## src/rtl/scan_decoder_pkg.sv

```systemverilog
// Shared state encodings and mode constants for the scan_decoder block.
// Optional wrap counter is enabled by defining SCAN_DECODER_WRAP_CNT_EN.
package scan_decoder_pkg;

  typedef enum logic [1:0] {
    ST_IDLE   = 2'd0,
    ST_DIRECT = 2'd1,
    ST_SCAN   = 2'd2
  } state_t;

  localparam logic MODE_DIRECT = 1'b0;
  localparam logic MODE_SCAN   = 1'b1;

endpackage

```

## src/rtl/scan_decoder_if.sv

```systemverilog
// Control/status bundle for scan_decoder; wrap_cnt exists only when
// SCAN_DECODER_WRAP_CNT_EN is defined.
interface scan_decoder_if #(
    parameter int SEL_W   = 3,
    parameter int DWELL_W = 4
`ifdef SCAN_DECODER_WRAP_CNT_EN
    ,
    parameter int WRAP_CNT_W = 8
`endif
);
    localparam int OUT_W = 1 << SEL_W;

    logic               enable;
    logic               mode;
    logic [SEL_W-1:0]   in;
    logic               load;
    logic [DWELL_W-1:0] dwell;
    logic [OUT_W-1:0]   out;
    logic [SEL_W-1:0]   idx;
    logic               valid;
    logic               wrap;
`ifdef SCAN_DECODER_WRAP_CNT_EN
    logic [WRAP_CNT_W-1:0] wrap_cnt;
`endif

    modport master (
        output enable, mode, in, load, dwell,
`ifdef SCAN_DECODER_WRAP_CNT_EN
        input  wrap_cnt,
`endif
        input  out, idx, valid, wrap
    );

    modport slave (
        input  enable, mode, in, load, dwell,
`ifdef SCAN_DECODER_WRAP_CNT_EN
        output wrap_cnt,
`endif
        output out, idx, valid, wrap
    );

endinterface

```

## src/rtl/scan_decoder_onehot_dec.sv

```systemverilog
// Combinational binary-to-one-hot decoder with no enable.
module onehot_dec #(
    parameter int SEL_W = 3
) (
    input  logic [SEL_W-1:0]        i_sel,
    output logic [(1<<SEL_W)-1:0]   o_onehot
);
    localparam int OUT_W = 1 << SEL_W;

    assign o_onehot = {{(OUT_W-1){1'b0}}, 1'b1} << i_sel;

endmodule

```

## src/rtl/scan_decoder.sv

```systemverilog
// Registered N-to-2^N one-hot decoder with DIRECT and SCAN modes.
// Define SCAN_DECODER_WRAP_CNT_EN to add the wrap_cnt output and counter.
module scan_decoder
    import scan_decoder_pkg::*;
#(
    parameter int SEL_W   = 3,
    parameter int DWELL_W = 4
`ifdef SCAN_DECODER_WRAP_CNT_EN
    ,
    parameter int WRAP_CNT_W = 8
`endif
) (
    input  logic         clk,
    input  logic         rst,
    scan_decoder_if.slave bus
);
    localparam int OUT_W = 1 << SEL_W;

    state_t             r_state;
    state_t             w_state_nxt;
    logic [SEL_W-1:0]   r_idx;
    logic [SEL_W-1:0]   w_idx_nxt;
    logic [DWELL_W-1:0] r_cnt;
    logic [DWELL_W-1:0] w_cnt_nxt;
    logic [OUT_W-1:0]   r_out;
    logic [OUT_W-1:0]   w_onehot;
    logic               r_valid;
    logic               w_valid_nxt;
    logic               r_wrap;
    logic               w_wrap_nxt;

    // Decoding the next index lets out register in step with idx.
    onehot_dec #(.SEL_W(SEL_W)) u_dec (
        .i_sel    (w_idx_nxt),
        .o_onehot (w_onehot)
    );

    always_ff @(posedge clk or posedge rst) begin
        if (rst) begin
            r_state <= ST_IDLE;
            r_idx   <= '0;
            r_cnt   <= '0;
            r_out   <= '0;
            r_valid <= 1'b0;
            r_wrap  <= 1'b0;
        end else begin
            r_state <= w_state_nxt;
            r_idx   <= w_idx_nxt;
            r_cnt   <= w_cnt_nxt;
            r_out   <= w_valid_nxt ? w_onehot : '0;
            r_valid <= w_valid_nxt;
            r_wrap  <= w_wrap_nxt;
        end
    end

    always_comb begin
        w_state_nxt = ST_IDLE;
        w_idx_nxt   = '0;
        w_cnt_nxt   = '0;
        w_valid_nxt = 1'b0;
        w_wrap_nxt  = 1'b0;

        if (bus.enable) begin
            w_state_nxt = (bus.mode == MODE_DIRECT) ? ST_DIRECT : ST_SCAN;
        end

        case (w_state_nxt)
            ST_DIRECT: begin
                w_idx_nxt   = bus.in;
                w_valid_nxt = 1'b1;
            end
            ST_SCAN: begin
                w_valid_nxt = 1'b1;
                // Entry and load both restart at in; load never pulses wrap.
                if (r_state != ST_SCAN || bus.load) begin
                    w_idx_nxt = bus.in;
                end else if (r_cnt >= bus.dwell) begin
                    w_idx_nxt  = r_idx + 1'b1;
                    w_wrap_nxt = &r_idx;
                end else begin
                    w_idx_nxt = r_idx;
                    w_cnt_nxt = r_cnt + 1'b1;
                end
            end
            default: ;
        endcase
    end

    assign bus.out   = r_out;
    assign bus.idx   = r_idx;
    assign bus.valid = r_valid;
    assign bus.wrap  = r_wrap;

`ifdef SCAN_DECODER_WRAP_CNT_EN
    logic [WRAP_CNT_W-1:0] r_wrap_cnt;

    // Cleared only by rst, so the count survives IDLE.
    always_ff @(posedge clk or posedge rst) begin
        if (rst) begin
            r_wrap_cnt <= '0;
        end else if (w_wrap_nxt) begin
            r_wrap_cnt <= r_wrap_cnt + 1'b1;
        end
    end

    assign bus.wrap_cnt = r_wrap_cnt;
`endif

endmodule

```

## src/flat_wrapper.sv

```systemverilog
// flat-port wrapper written by rule: the top's interface ports become plain ports
module scan_decoder_flat import scan_decoder_pkg::*;
#(
    parameter int SEL_W   = 3,
    parameter int DWELL_W = 4

)
  (clk, rst, bus_enable, bus_mode, bus_in, bus_load, bus_dwell, bus_out, bus_idx, bus_valid, bus_wrap);
  scan_decoder_if #(.SEL_W(SEL_W), .DWELL_W(DWELL_W)) bus_i ();
  input  logic clk;
  input  logic rst;
  input wire logic [$bits(bus_i.enable)-1:0] bus_enable;
  input wire logic [$bits(bus_i.mode)-1:0] bus_mode;
  input wire logic [$bits(bus_i.in)-1:0] bus_in;
  input wire logic [$bits(bus_i.load)-1:0] bus_load;
  input wire logic [$bits(bus_i.dwell)-1:0] bus_dwell;
  output wire logic [$bits(bus_i.out)-1:0] bus_out;
  output wire logic [$bits(bus_i.idx)-1:0] bus_idx;
  output wire logic [$bits(bus_i.valid)-1:0] bus_valid;
  output wire logic [$bits(bus_i.wrap)-1:0] bus_wrap;
  assign bus_i.enable = bus_enable;
  assign bus_i.mode = bus_mode;
  assign bus_i.in = bus_in;
  assign bus_i.load = bus_load;
  assign bus_i.dwell = bus_dwell;
  assign bus_out = bus_i.out;
  assign bus_idx = bus_i.idx;
  assign bus_valid = bus_i.valid;
  assign bus_wrap = bus_i.wrap;
  scan_decoder #(.SEL_W(SEL_W), .DWELL_W(DWELL_W)) u_core (.clk(clk), .rst(rst), .bus(bus_i));
endmodule
```

## config.mk

```make
export PLATFORM = sky130hd
export DESIGN_NAME = scan_decoder_flat
export DESIGN_NICKNAME = d
export VERILOG_FILES = /design/src/rtl/scan_decoder_pkg.sv /design/src/rtl/scan_decoder_if.sv /design/src/rtl/scan_decoder_onehot_dec.sv /design/src/rtl/scan_decoder.sv /design/src/flat_wrapper.sv
export SDC_FILE = /design/constraint.sdc
export NUM_CORES = 1
export LEC_CHECK = 0
export CAP_MARGIN = 20
export CORE_MARGIN = 1.5
export CORE_UTILIZATION = 35
export CTS_CLUSTER_DIAMETER = 50
export CTS_CLUSTER_SIZE = 14
export DETAILED_ROUTE_END_ITERATION = 8
export MAX_ROUTING_LAYER = met4
export PLACE_DENSITY = 0.65
export SYNTH_ARGS = -nofsm -noshare
export SYNTH_HDL_FRONTEND = slang
export SYNTH_SLANG_ARGS = --single-unit
```

## constraint.sdc

```tcl
create_clock -name clk -period 6.5 [get_ports clk]
set_clock_uncertainty 0.15 [all_clocks]
set_input_delay 0.975 -clock clk [delete_from_list [all_inputs] [get_ports clk]]
set_output_delay 0.975 -clock clk [all_outputs]
set_load 0.01 [all_outputs]
```

* Yosys cells after proc, flatten, opt, wreduce, memory -nomap -nowiden
Index checks and enable logic that the tools add are counted.
** Storage, ports and cells
- Bits of input ports :: 12
- Flip-flop bits (word level) :: 19
** Cells by class
- Reductions and logical operators :: 3
- $add $sub $neg :: 2
- Mux-type cells :: 13
- Order comparisons :: 1
- Shift-type cells :: 1
- Equality and inequality tests :: 3
** Operator list (number)
- $mux W4 :: 3
- $mux W8 :: 1
- $shl A1 B3 Y8 const A :: 1
- $mux W3 :: 2
- $pmux W3 S2 :: 1
- $add A4 B1 Y4 const B :: 1
- $ge A4 B4 Y1 :: 1
- $mux W1 :: 4
- $mux W2 :: 2
- $add A3 B1 Y3 const B :: 1
- $reduce_and A3 Y1 :: 1
- $eq A2 B1 Y1 const B :: 1
- $eq A2 B2 Y1 const B :: 1
- $ne A2 B2 Y1 const B :: 1
- $reduce_or A2 Y1 :: 1
- $logic_or A1 B1 Y1 :: 1

* Longest topological paths before layout
- Depth after elaboration :: 6
- Depth in mapped cells :: 8
- Mapped depth without buffers :: 8

* Modules after synthesis
From an unflattened synthesis, not the netlist that was laid out.
** Unflattened totals
- Cells, all modules :: 82
- Area, all modules :: 930.9 sq um
** Modules (own cells, without submodules)
- scan_decoder :: instances 1, cells an instance 74, area an instance 865.8 sq um, sequential area each 475.5 sq um
- onehot_dec :: instances 1, cells an instance 8, area an instance 65.1 sq um, sequential area each 0.0 sq um

* Worst setup path before layout
No wires, ideal clock.
- Path kind :: input -> register
- Start point :: input bus_dwell[0]
- End point :: register u_core.r_out[1] (netlist: u_core.bus.out[1])
- Data arrival time :: 2.661 ns
- Slack :: 3.595 ns
- Required time :: 6.256 ns
- Stages :: 7
- Cell sequence :: ha_1 -> nand2b_4 -> a2111oi_4 -> nor3_2 -> a311oi_4 -> inv_4 -> nor4b_4
** Between the ends
- Word-level cells in the longest chain between the ends :: 6
** Ends and longest elaborated chain
- from (decl) :: line flat_wrapper.sv:16 : input wire logic [$bits(bus_i.dwell)-1:0] bus_dwell;
- $ge A4 B4 Y1 :: line scan_decoder.sv:77 : end else if (r_cnt >= bus.dwell) begin
- $mux W3 :: line scan_decoder.sv:77
- $mux W3 :: line scan_decoder.sv:75 : if (r_state != ST_SCAN || bus.load) begin
- $pmux W3 S2 :: line scan_decoder.sv:67 : case (w_state_nxt)
- via u_core.u_dec.i_sel[1] :: line scan_decoder_onehot_dec.sv:5 : input logic [SEL_W-1:0] i_sel,
- $shl A1 B3 Y8 :: line scan_decoder_onehot_dec.sv:10 : assign o_onehot = {{(OUT_W-1){1'b0}}, 1'b1} << i_sel;
- $mux W8 :: line scan_decoder.sv:50 : r_out <= w_valid_nxt ? w_onehot : '0;
- to (signal assigned) :: line scan_decoder.sv:50
- to (decl) :: line scan_decoder.sv:25 : logic [OUT_W-1:0] r_out;
The timed path passes the listed nets, and every way through them passes these cells.

* Worst setup path after layout
- Start point :: input bus_dwell[0]
- End point :: register u_core.r_out[7] (netlist: u_core.bus.out[7])
The elaborated chain is that of the path after synthesis.

==> impl_metrics.csv <==
group,metric,value,unit
outcome,status,"finished clean",
clocking,root_buffer,"clkbuf_4",
worst_hold_path,hold_end,"u_core.r_cnt[0]",
clocking,cts_hold_buf,0,
synth,ys_types,31,
clocking,cts_resized,0,
final_layout,syn2layout_area_growth,31.5,%
die,core,2520,µm²
synth,synth-seq-cells,19,
sta,fin_tns_setup,0,ns
worst_setup_path,cp-start-kind,"input pin",
sta,worstMarginPinSlew,0.670,ns
synth,synth_compound_area_frac,0.0984,
worst_setup_path,r2r_cells,8,
die,start_util,0.378,
placement,dp_slack,3.04,ns
synth,synth_top_family_by_area,"simple AND/OR/NAND/NOR gates",
final_layout,multi_input_area,442,µm²
die,fp.dieH,55.2,µm
worst_hold_path,min_path_type,"reg2reg",
power,cellLeakagePower,0.578,nW
synth,avgSynthCellArea,11.9,µm²
drt,wl_per_cell,12.9,µm
worst_setup_path,r2r_slack,3.98,ns
synth,synth-main-ff-cell,"dfrtp_1",
sta,rsz0062_at_grt,"no",
final_layout,nets,126,
grt,track_usage,0.144,
clocking,clkLatencyLatePin,0.30,ns
worst_setup_path,rr_startpoint,"u_core.r_cnt[0]",
sta,slew_viol_final,0,
placement,port_buffers,24,
drt,dr.pass1.iters,4,
synth,synth_nets,99,
grt,grt_start_max_net_pins,20,
grt,use_met3,0.0242,
die,io-pin-count,25,
sta,fin_crit_sh,0.486,
synth,synthesis.area,953,µm²
power,ir_drop,0.110,mV
drt,drt_iter0_drc,6,
final_layout,antenna_cells,0,
flow_run,drv_cap,0,
sta,slew-limit-headroom,0.553,
worst_setup_path,cp_max_fo,7,
final_layout,final_cell_mix,"clkdlybuf4s50_1, dfrtp_1, nor3_1",
clocking,cts_tree,"built",
worst_hold_path,hold_start,"u_core.r_cnt[0]",
grt,grt_pass1_vias,670,
grt,busiest_layer,"met2",
sta,worst_slack,3.34,ns
clocking,cts_buffers,3,
synth,synthArstFlopShare,1.00,
synth,synthAdderAreaFrac,0.0919,
synth,synthMuxAreaShare,0,
worst_setup_path,critPathArrivalTime,3.21,ns
worst_hold_path,hold_path_depth,1,
worst_setup_path,path_class,"in2reg",
final_layout,layout_commonest_cell,"clkdlybuf4s50_1",
sta,setup_viol,0,
grt,use_met1,0.184,
clocking,postCtsSetupRepairBufs,0,
clocking,cts.htree.levels,1,
synth,synth_warnings,0,
drt,ant_nets,0,
synth,syn-instance-count,80,
worst_setup_path,required,6.55,ns
sta,hold-worst-slack,0.365,ns
synth,synth_xor_area_frac,0.0184,
synth,ys_seq_area_frac,0.499,
final_layout,seq_area,475,µm²
sta,final-hold-violation-count,0,
clocking,clockBufferDepth,2,
drt,num_vias,679,
clocking,clk_pin_slew,0.10,ns
sta,max_freq,0.317,GHz
die,fp.dieW,55.2,µm
final_layout,fill_cells,248,
grt,grt_overflow,0,
synth,synthSimpleGateAreaFrac,0.255,
power,finalPower,0.000217,W
grt,antenna_found_initial,0,
power,powerDensity,173,nW/µm²
drt,drc_errors,0,
placement,gp_congestion,0.760,
synth,synth_edf_count,0,
drt,post_drt_via_cell_ratio,4.99,
clocking,clkSinkCount,19,
worst_setup_path,cp-end-kind,"flop",
die,die_area,3050,µm²
grt,met2_usage,0.228,
grt,grt_pass1_wl,2.99,mm
final_layout,fin_util,0.497,
final_layout,drive_gt1_frac,0.151,
placement,dpl.hpwl,1.34,mm
sta,final.min_clock_period,3.16,ns
worst_setup_path,reg2reg_to,"u_core.bus.out[7]",
die,rows,18,
drt,wirelength,1.76,mm
## critical path, cell delays in order
cell             delay, ns
clkdlybuf4s50_1       0.40
ha_1                  0.29
nand2b_4              0.15
a2111oi_4             0.52
nor3_1                0.15
nor3b_1               0.37
inv_1                 0.13
and3_2                0.22
## area by class of cell
class	count	area share
inverters	7	0.0230
multi-input cells	52	0.352
repair buffers	24	0.192
flip-flops and latches	19	0.379
well taps	30	0.0299
clock inverters	1	0.00599
clock buffers	3	0.0180
## per-layer routing
layer | up-vias | part of all wire
met5 | - | 0
met3 | 4 | 0.053
met2 | 17 | 0.46
met1 | 322 | 0.47
met4 | 0 | 0.012
li1 | 336 | -
## kinds of logic (layout without fill, tap and decap cells)
kind of cell	count (synthesis)	in the layout
buf+inv	9	35
compound gates	7	7
xor+xnor	2	2
flops	19	19
simple gates	36	36
fa+ha+maj	7	7
## registers in the layout, indices dropped and copies added (netlist names)
register and count:
u_core.bus.idx 3, u_core.bus.out 8, u_core.bus.valid 1, u_core.bus.wrap 1, u_core.r_cnt 4, u_core.r_state 2
## metrics by stage
step	instances	instance area, µm²
after global placement	132	1220
after floorplan	80	953
after CTS	136	1250
after detailed placement	132	1220
after global routing	136	1250
final	136	1250
## how the worst max path moves through the flow
stage	from	endpoint	slack, ns	cells after the start
final	bus_dwell[0]	u_core.bus.out[7]	3.34	8
after global routing	bus_dwell[0]	u_core.bus.out[7]	3.25	8
after CTS	bus_dwell[0]	u_core.bus.out[1]	3.35	8
after detailed placement	bus_dwell[0]	u_core.bus.out[1]	3.04	8
after global placement	bus_dwell[0]	u_core.bus.out[7]	3.07	8
after floorplan	bus_dwell[0]	u_core.bus.out[1]	3.59	7
## where the power goes
| part | switching [W] | internal, W |
|---|---|---|
| combinational | 0.0000160 | 0.0000178 |
| sequential | 0.00000218 | 0.000122 |
| clock | 0.0000359 | 0.0000235 |
## Yosys cell counts, types with 2 or more instances
cell type | count | share of area
and2_1 | 2 | 0.013
and3_2 | 2 | 0.016
and3_1 | 3 | 0.020
clkbuf_1 | 2 | 0.0079
nand2_1 | 3 | 0.012
inv_1 | 6 | 0.024
dfrtp_1 | 19 | 0.50
nor3b_1 | 2 | 0.016
ha_1 | 7 | 0.092
nor3_1 | 8 | 0.042
nand3_1 | 5 | 0.026
nor2_1 | 2 | 0.0079
No activity file was read; power rests on OpenSTA's default activity.
